===== src/rtl/bessel_filter_ctrl_if.sv =====
// Configuration request channel for bessel_filter_ctrl.
//
// Handshake: a request transfers on a rising clk edge where cfg_valid and
// cfg_ready are both 1. The master holds cfg_coef stable while cfg_valid is 1
// and the transfer has not happened. cfg_ready never depends combinationally
// on cfg_valid. A transfer carrying cfg_coef == 0 is consumed but rejected:
// cfg_err pulses for one cycle and nothing else changes.
//
// Signals:
//   cfg_coef   master->slave  requested filter coefficient
//   cfg_valid  master->slave  request valid
//   cfg_ready  slave->master  request can be accepted this cycle
//   cfg_err    slave->master  1-cycle pulse after a rejected (zero) request
interface bessel_filter_ctrl_if #(
  parameter int COEF_WIDTH = 32
) ();
  logic [COEF_WIDTH-1:0] cfg_coef;
  logic                  cfg_valid;
  logic                  cfg_ready;
  logic                  cfg_err;

  modport master (output cfg_coef, output cfg_valid, input cfg_ready, input cfg_err);
  modport slave  (input cfg_coef, input cfg_valid, output cfg_ready, output cfg_err);
endinterface


===== src/rtl/bessel_filter_ctrl.sv =====
// bessel_filter_ctrl
//   Sequencer/configurator for the first-order Bessel IIR filter on ADC A.
//   Owns the filter coefficient and the filter's active-low reset. Every
//   accepted nonzero coefficient update flushes the filter for FLUSH_CYCLES,
//   then masks the output for SETTLE_CYCLES before filtered data is passed on.
//
// Ports:
//   clk         clock
//   reset       synchronous, active-low
//   cfg         configuration request channel (slave side)
//   filt_coef   coefficient driven to the filter
//   filt_rst_n  filter reset, active-low
//   adc_raw     unfiltered sample
//   adc_filt    filter output sample
//   adc_out     gated sample to the data splitter (1-cycle latency)
//   out_valid   adc_out holds settled filtered data
//   state       FSM state: 0=FLUSH 1=SETTLE 2=RUN
//   reconf_cnt  count of accepted nonzero updates (wraps)
//
// Build option:
//   RAW_PASSTHRU_EN  when defined, adc_out follows adc_raw during FLUSH and
//                    SETTLE (out_valid stays 0); otherwise adc_out is 0 there.
module bessel_filter_ctrl #(
  parameter int ADC_WIDTH     = 14,
  parameter int COEF_WIDTH    = 32,
  parameter int DEFAULT_COEF  = 2158,
  parameter int FLUSH_CYCLES  = 4,
  parameter int SETTLE_CYCLES = 1024
) (
  input  logic                        clk,
  input  logic                        reset,
  bessel_filter_ctrl_if.slave         cfg,
  output logic [COEF_WIDTH-1:0]       filt_coef,
  output logic                        filt_rst_n,
  input  logic signed [ADC_WIDTH-1:0] adc_raw,
  input  logic signed [ADC_WIDTH-1:0] adc_filt,
  output logic signed [ADC_WIDTH-1:0] adc_out,
  output logic                        out_valid,
  output logic [1:0]                  state,
  output logic [15:0]                 reconf_cnt
);

  localparam int CNT_MAX = (FLUSH_CYCLES > SETTLE_CYCLES) ? FLUSH_CYCLES : SETTLE_CYCLES;
  localparam int CNT_W   = $clog2(CNT_MAX) + 1;
  localparam logic [CNT_W-1:0] FLUSH_LAST  = CNT_W'(FLUSH_CYCLES - 1);
  localparam logic [CNT_W-1:0] SETTLE_LAST = CNT_W'(SETTLE_CYCLES - 1);

  typedef enum logic [1:0] {
    ST_FLUSH   = 2'd0,
    ST_SETTLE  = 2'd1,
    ST_RUN     = 2'd2,
    ST_ILLEGAL = 2'd3
  } state_t;

  state_t           state_q, state_d;
  logic [CNT_W-1:0] cnt_q, cnt_d;
  logic             cfg_ready_q, cfg_err_q;
  logic             hs, accept, reject, ready_state;

  assign state         = state_q;
  assign cfg.cfg_ready = cfg_ready_q;
  assign cfg.cfg_err   = cfg_err_q;

  // Next-state logic. A handshake only counts in SETTLE/RUN so a corrupted
  // ready flag in the illegal state cannot load a coefficient.
  always_comb begin
    ready_state = (state_q == ST_SETTLE) || (state_q == ST_RUN);
    hs          = cfg.cfg_valid && cfg_ready_q && ready_state;
    accept      = hs && (cfg.cfg_coef != '0);
    reject      = hs && (cfg.cfg_coef == '0);
    state_d     = state_q;
    cnt_d       = cnt_q;
    case (state_q)
      ST_FLUSH: begin
        if (cnt_q == FLUSH_LAST) begin
          state_d = ST_SETTLE;
          cnt_d   = '0;
        end else begin
          cnt_d = cnt_q + 1'b1;
        end
      end
      ST_SETTLE: begin
        if (accept) begin
          // Restart from scratch: a partial settle is never credited.
          state_d = ST_FLUSH;
          cnt_d   = '0;
        end else if (cnt_q == SETTLE_LAST) begin
          state_d = ST_RUN;
          cnt_d   = '0;
        end else begin
          cnt_d = cnt_q + 1'b1;
        end
      end
      ST_RUN: begin
        if (accept) begin
          state_d = ST_FLUSH;
          cnt_d   = '0;
        end
      end
      default: begin
        state_d = ST_FLUSH;
        cnt_d   = '0;
      end
    endcase
  end

  // State register plus registered outputs. Outputs are derived from the
  // next state so filt_rst_n, out_valid and adc_out change on the same edge
  // as the state transition that causes them.
  always_ff @(posedge clk) begin
    if (!reset) begin
      state_q     <= ST_FLUSH;
      cnt_q       <= '0;
      filt_coef   <= COEF_WIDTH'(DEFAULT_COEF);
      filt_rst_n  <= 1'b0;
      cfg_ready_q <= 1'b0;
      cfg_err_q   <= 1'b0;
      adc_out     <= '0;
      out_valid   <= 1'b0;
      reconf_cnt  <= '0;
    end else begin
      state_q    <= state_d;
      cnt_q      <= cnt_d;
      filt_rst_n <= (state_d != ST_FLUSH);
      // Ready follows the current state one edge late; cleared immediately
      // on the accepting edge so a held valid cannot be taken twice.
      cfg_ready_q <= ready_state && !accept;
      cfg_err_q   <= reject;
      if (accept) begin
        // The filter is being held in reset from this edge on, so the new
        // coefficient is never seen mid-filter.
        filt_coef  <= cfg.cfg_coef;
        reconf_cnt <= reconf_cnt + 16'd1;
      end
      out_valid <= (state_d == ST_RUN);
      if (state_d == ST_RUN) begin
        adc_out <= adc_filt;
      end else begin
`ifdef RAW_PASSTHRU_EN
        adc_out <= adc_raw;
`else
        adc_out <= '0;
`endif
      end
    end
  end

  // adc_raw only feeds the passthrough build; keep it referenced otherwise.
  logic unused_raw;
  assign unused_raw = ^adc_raw;

endmodule


===== src/flat_wrapper.sv =====
// flat-port wrapper written by rule: the top's interface ports become plain ports
module bessel_filter_ctrl_flat 
#(
  parameter int ADC_WIDTH     = 14,
  parameter int COEF_WIDTH    = 32,
  parameter int DEFAULT_COEF  = 2158,
  parameter int FLUSH_CYCLES  = 4,
  parameter int SETTLE_CYCLES = 1024
)
  (clk, reset, filt_coef, filt_rst_n, adc_raw, adc_filt, adc_out, out_valid, state, reconf_cnt, cfg_cfg_coef, cfg_cfg_valid, cfg_cfg_ready, cfg_cfg_err);
  bessel_filter_ctrl_if #(.COEF_WIDTH(COEF_WIDTH)) cfg_i ();
  input  logic clk;
  input  logic reset;
  output logic [COEF_WIDTH-1:0] filt_coef;
  output logic filt_rst_n;
  input  logic signed [ADC_WIDTH-1:0] adc_raw;
  input  logic signed [ADC_WIDTH-1:0] adc_filt;
  output logic signed [ADC_WIDTH-1:0] adc_out;
  output logic out_valid;
  output logic [1:0] state;
  output logic [15:0] reconf_cnt;
  input wire logic [$bits(cfg_i.cfg_coef)-1:0] cfg_cfg_coef;
  input wire logic [$bits(cfg_i.cfg_valid)-1:0] cfg_cfg_valid;
  output wire logic [$bits(cfg_i.cfg_ready)-1:0] cfg_cfg_ready;
  output wire logic [$bits(cfg_i.cfg_err)-1:0] cfg_cfg_err;
  assign cfg_i.cfg_coef = cfg_cfg_coef;
  assign cfg_i.cfg_valid = cfg_cfg_valid;
  assign cfg_cfg_ready = cfg_i.cfg_ready;
  assign cfg_cfg_err = cfg_i.cfg_err;
  bessel_filter_ctrl #(.ADC_WIDTH(ADC_WIDTH), .COEF_WIDTH(COEF_WIDTH), .DEFAULT_COEF(DEFAULT_COEF), .FLUSH_CYCLES(FLUSH_CYCLES), .SETTLE_CYCLES(SETTLE_CYCLES)) u_core (.clk(clk), .reset(reset), .cfg(cfg_i), .filt_coef(filt_coef), .filt_rst_n(filt_rst_n), .adc_raw(adc_raw), .adc_filt(adc_filt), .adc_out(adc_out), .out_valid(out_valid), .state(state), .reconf_cnt(reconf_cnt));
endmodule

===== config.mk =====
export PLATFORM = sky130hd
export DESIGN_NAME = bessel_filter_ctrl_flat
export DESIGN_NICKNAME = d
export VERILOG_FILES = /design/src/rtl/bessel_filter_ctrl_if.sv /design/src/rtl/bessel_filter_ctrl.sv /design/src/flat_wrapper.sv
export SDC_FILE = /design/constraint.sdc
export NUM_CORES = 1
export LEC_CHECK = 0
export BUFFER_PORTS_ARGS = -buffer_cell sky130_fd_sc_hd__buf_4
export CAP_MARGIN = 20
export CORE_MARGIN = 2
export CORE_UTILIZATION = 40
export DETAILED_ROUTE_END_ITERATION = 7
export GPL_ROUTABILITY_DRIVEN = 0
export PLACE_DENSITY = 0.68
export SYNTH_ARGS = -nofsm -noshare
export SYNTH_HDL_FRONTEND = slang
export SYNTH_SLANG_ARGS = --single-unit

===== constraint.sdc =====
create_clock -name clk -period 2.7 [get_ports clk]
set_clock_uncertainty 0.15 [all_clocks]
set_input_delay 0.27 -clock clk [delete_from_list [all_inputs] [get_ports clk]]
set_output_delay 0.27 -clock clk [all_outputs]
set_load 0.005 [all_outputs]

==> impl_metrics.toml <==
[setup_path]
reg2reg_to = "u_core.cnt_q[5]$_SDFFE_PN0P_"
ff2ff_path_depth = 7
crit_start = "cfg_cfg_coef[1]"
startpoint_type = "input pin"
reg2reg_from = "u_core.state[0]$_SDFF_PN0_"
r2r_slack_ns = 0.28
critPathRequiredTime_ns = 2.84
setup.worst_path.class = "input pin to register"
critical_path.endpoint_type = "register"
critPathArrivalTime_ns = 2.68
worst-path-max-fanout = 15

[grt]
globalRouteMet2Util_pct = 32.4
grt_max_degree = 53
grt_pass1_wl_um = 13400
antenna_found_initial = 0
overflow = 0
globalRouteMet1Util_pct = 22.8
top_usage_layer = "met2"
grt_usage_pct = 19.0
grt_pass1_vias = 2841
grt_use_met3_pct = 6.74

[timing]
drv_slew = 0
slew_headroom_pct = 58.8
hold_viol_final = 0
setup_violations = 0
period_minus_slack_ns = 2.54
post-route-period-util_pct = 94.1
tightestPinTransition_ns = 0.613
fmax_mhz = 393
rsz0062_at_grt = "false"
finalSetupTns_ns = 0

[routing]
drtPass1Iterations = 4
vias = 3010
drt_first_iter_violations = 157
wire_per_inst_um = 13.8
drc_errors = 0
routed_via_density = 4.91
wl_um = 8440
antenna_left = 0

[placed_design]
dp_hpwl_um = 5810
portBuffers = 116
placed_cell_area_um2 = 4210

[synth]
synth_compound_area_share_pct = 12.6
syn_avg_cell_area_um2 = 8.79
synth_nets = 439
synth_simple_gate_area_share_pct = 28.5
yosys.area_share.adder_pct = 2.31
synth.area.top_cells = "dfxtp_1, nand2_1, a21boi_1, and2_1, xnor2_1"
synthesis.area_um2 = 3250
synthArstFlopShare_pct = 0
ys.warnings.count = 0
synthTopCellsByCount = "nand2_1, dfxtp_1, a21boi_1, and2_1"
yosys_most_used_dff = "dfxtp_1"
seq_area_frac_synth_pct = 48.6
synth_edf_count = 0
synthXorXnorAreaFrac_pct = 5.12
yosys.area.top_type = "dfxtp_1"
synth_top_family_by_area = "simple AND/OR/NAND/NOR gates"
synthMuxAreaShare_pct = 0
synthCells = 370
ys_seq_elements = 79
yosysMostFrequentCell = "nand2_1"
yosysUniqueCellTypes = 39
synth_top_area_share_pct = 48.6

[power_and_ir_drop]
peakVddDrop_mv = 0.306
leakagePower_nw = 1.96
power.density_nw_per_um2 = 520

[clock_tree]
cts_root_buf = "clkbuf_8"
clk_latency_ns = 0.35
cts_buffer_depth = 2
h-tree-depth = 3
numCtsBuffers = 9
clk_pin_slew_ns = 0.08
clock_sinks = 79
cts_tree = "built"

[floorplan]
start_util_pct = 41.7
core_area_um2 = 7810
die_area_um2 = 8870
die_width_um = 94.2
num_rows = 32
dieHeight_um = 94.2
pin_count = 131

[worst_hold_path]
min-delay-path-class = "input pin to register"
holdPathStages = 3
min_to = "u_core.filt_coef[23]$_SDFFE_PN0P_"
hp-start = "cfg_cfg_coef[23]"

[flow_run]
drv_cap = 0

[cells_and_area]
syn2layout_area_growth_pct = 43.4
drive_gt1_share_pct = 28.2
nets = 575
num_antenna_cells = 0
post-route-cell-area_um2 = 4660

[status]
status = "complete, no violations"
[layout by cell type, fill, tap and decap left out, drive strengths merged, types with 4 or more instances in the layout]
cell and count:
buf 122, nand2 81, dfxtp 79, a21boi 29, and2 28, dlygate4sd3 20
nand3 17, xnor2 17, nor2 12, nor4 12, clkbuf 10, o21ai 10
a21oi 9, and3 8, nand4 7, ha 6, inv 5, nor2b 5
nor3 5, or3 4
[stage by stage]
| step | setup slack [ns] | utilization [%] | power, mW | hold slack, ns | cells |
|---|---|---|---|---|---|
| 6_report | 0.158 | 59.7 | 2.42 | 0.0188 | 613 |
| 5_1_grt | 0.0623 | 59.7 | 2.51 | 0.00809 | 613 |
| 4_1_cts | 0.116 | 59.6 | 2.44 | 0.00931 | 612 |
| 3_5_place_dp | 0.283 | 54.0 | 1.39 | 0.295 | 576 |
| 3_3_place_gp | 0.342 | 54.0 | 1.38 | 0.292 | 576 |
| 2_1_floorplan | 0.527 | - | 1.30 | 0.242 | 370 |
[worst max-delay path, cell delays in order]
cell	delay, ns
dlygate4sd3_1	0.55
buf_4	0.14
nor4_1	0.44
nand4_1	0.14
buf_4	0.20
or2_1	0.26
a31oi_1	0.20
and3b_2	0.33
and2_1	0.15
[cell families after synthesis]
kind of cell             count (synthesis)
buffers and inverters                   22
AO/OA/AOI/OAI                           60
adder cells (fa/ha/maj)                  6
XOR/XNOR                                19
flip-flops                              79
AND/OR/NAND/NOR                        184
[sequential cells by signal (all words and copies together), names as in the netlist]
register              count
u_core.filt_coef         32
u_core.cfg.cfg_err        1
u_core.filt_rst_n         1
u_core.cfg.cfg_ready      1
u_core.state              2
u_core.cnt_q             11
u_core.adc_out           14
u_core.out_valid          1
u_core.reconf_cnt        16
[per-layer routing]
metal  up-vias  routed length, um
li1       1530                  -
met1      1382               3600
met2        89               4140
met3         9                619
met4         0                 85
met5         -                  0
[what timing repair did]
| action | in CTS | in global routing |
|---|---|---|
| endpoints found under the setup margin | 0 | 40 |
| gates resized for setup | 0 | 1 |
| buffers inserted | 0 | 1 |
| endpoints found under the hold margin | 20 | 0 |
| hold buffers | 20 | 0 |
[worst max-delay path by stage]
| stage | to | slack (ns) | depth (start not counted) |
|---|---|---|---|
| floorplan | u_core.filt_coef[10]$_SDFFE_PN0P_ | 0.53 | 8 |
| global route | u_core.cnt_q[3]$_SDFFE_PN0P_ | 0.06 | 7 |
| finish | u_core.adc_out[3]$_SDFF_PN0_ | 0.16 | 9 |
| CTS | u_core.filt_coef[18]$_SDFFE_PN0P_ | 0.12 | 8 |
| global placement | u_core.adc_out[9]$_SDFF_PN0_ | 0.34 | 7 |
| detailed placement | u_core.filt_coef[18]$_SDFFE_PN0P_ | 0.28 | 7 |
[where the power goes]
| group | switching (mW) | leakage [nW] | internal (mW) |
|---|---|---|---|
| registers | 0.0142 | 0.637 | 1.18 |
| logic | 0.0811 | 1.20 | 0.111 |
| clock network | 0.425 | 0.120 | 0.613 |
[final cells by class]
cell class              instances  area [um2]
well taps                     102         128
flip-flops and latches         79        1580
repair buffers                142        1120
clock buffers                  10         128
fillers                       686        3140
clock inverters                 6         109
inverters                       5        18.8
multi-input cells             269        1580
Power figures use the tool's default switching activity.
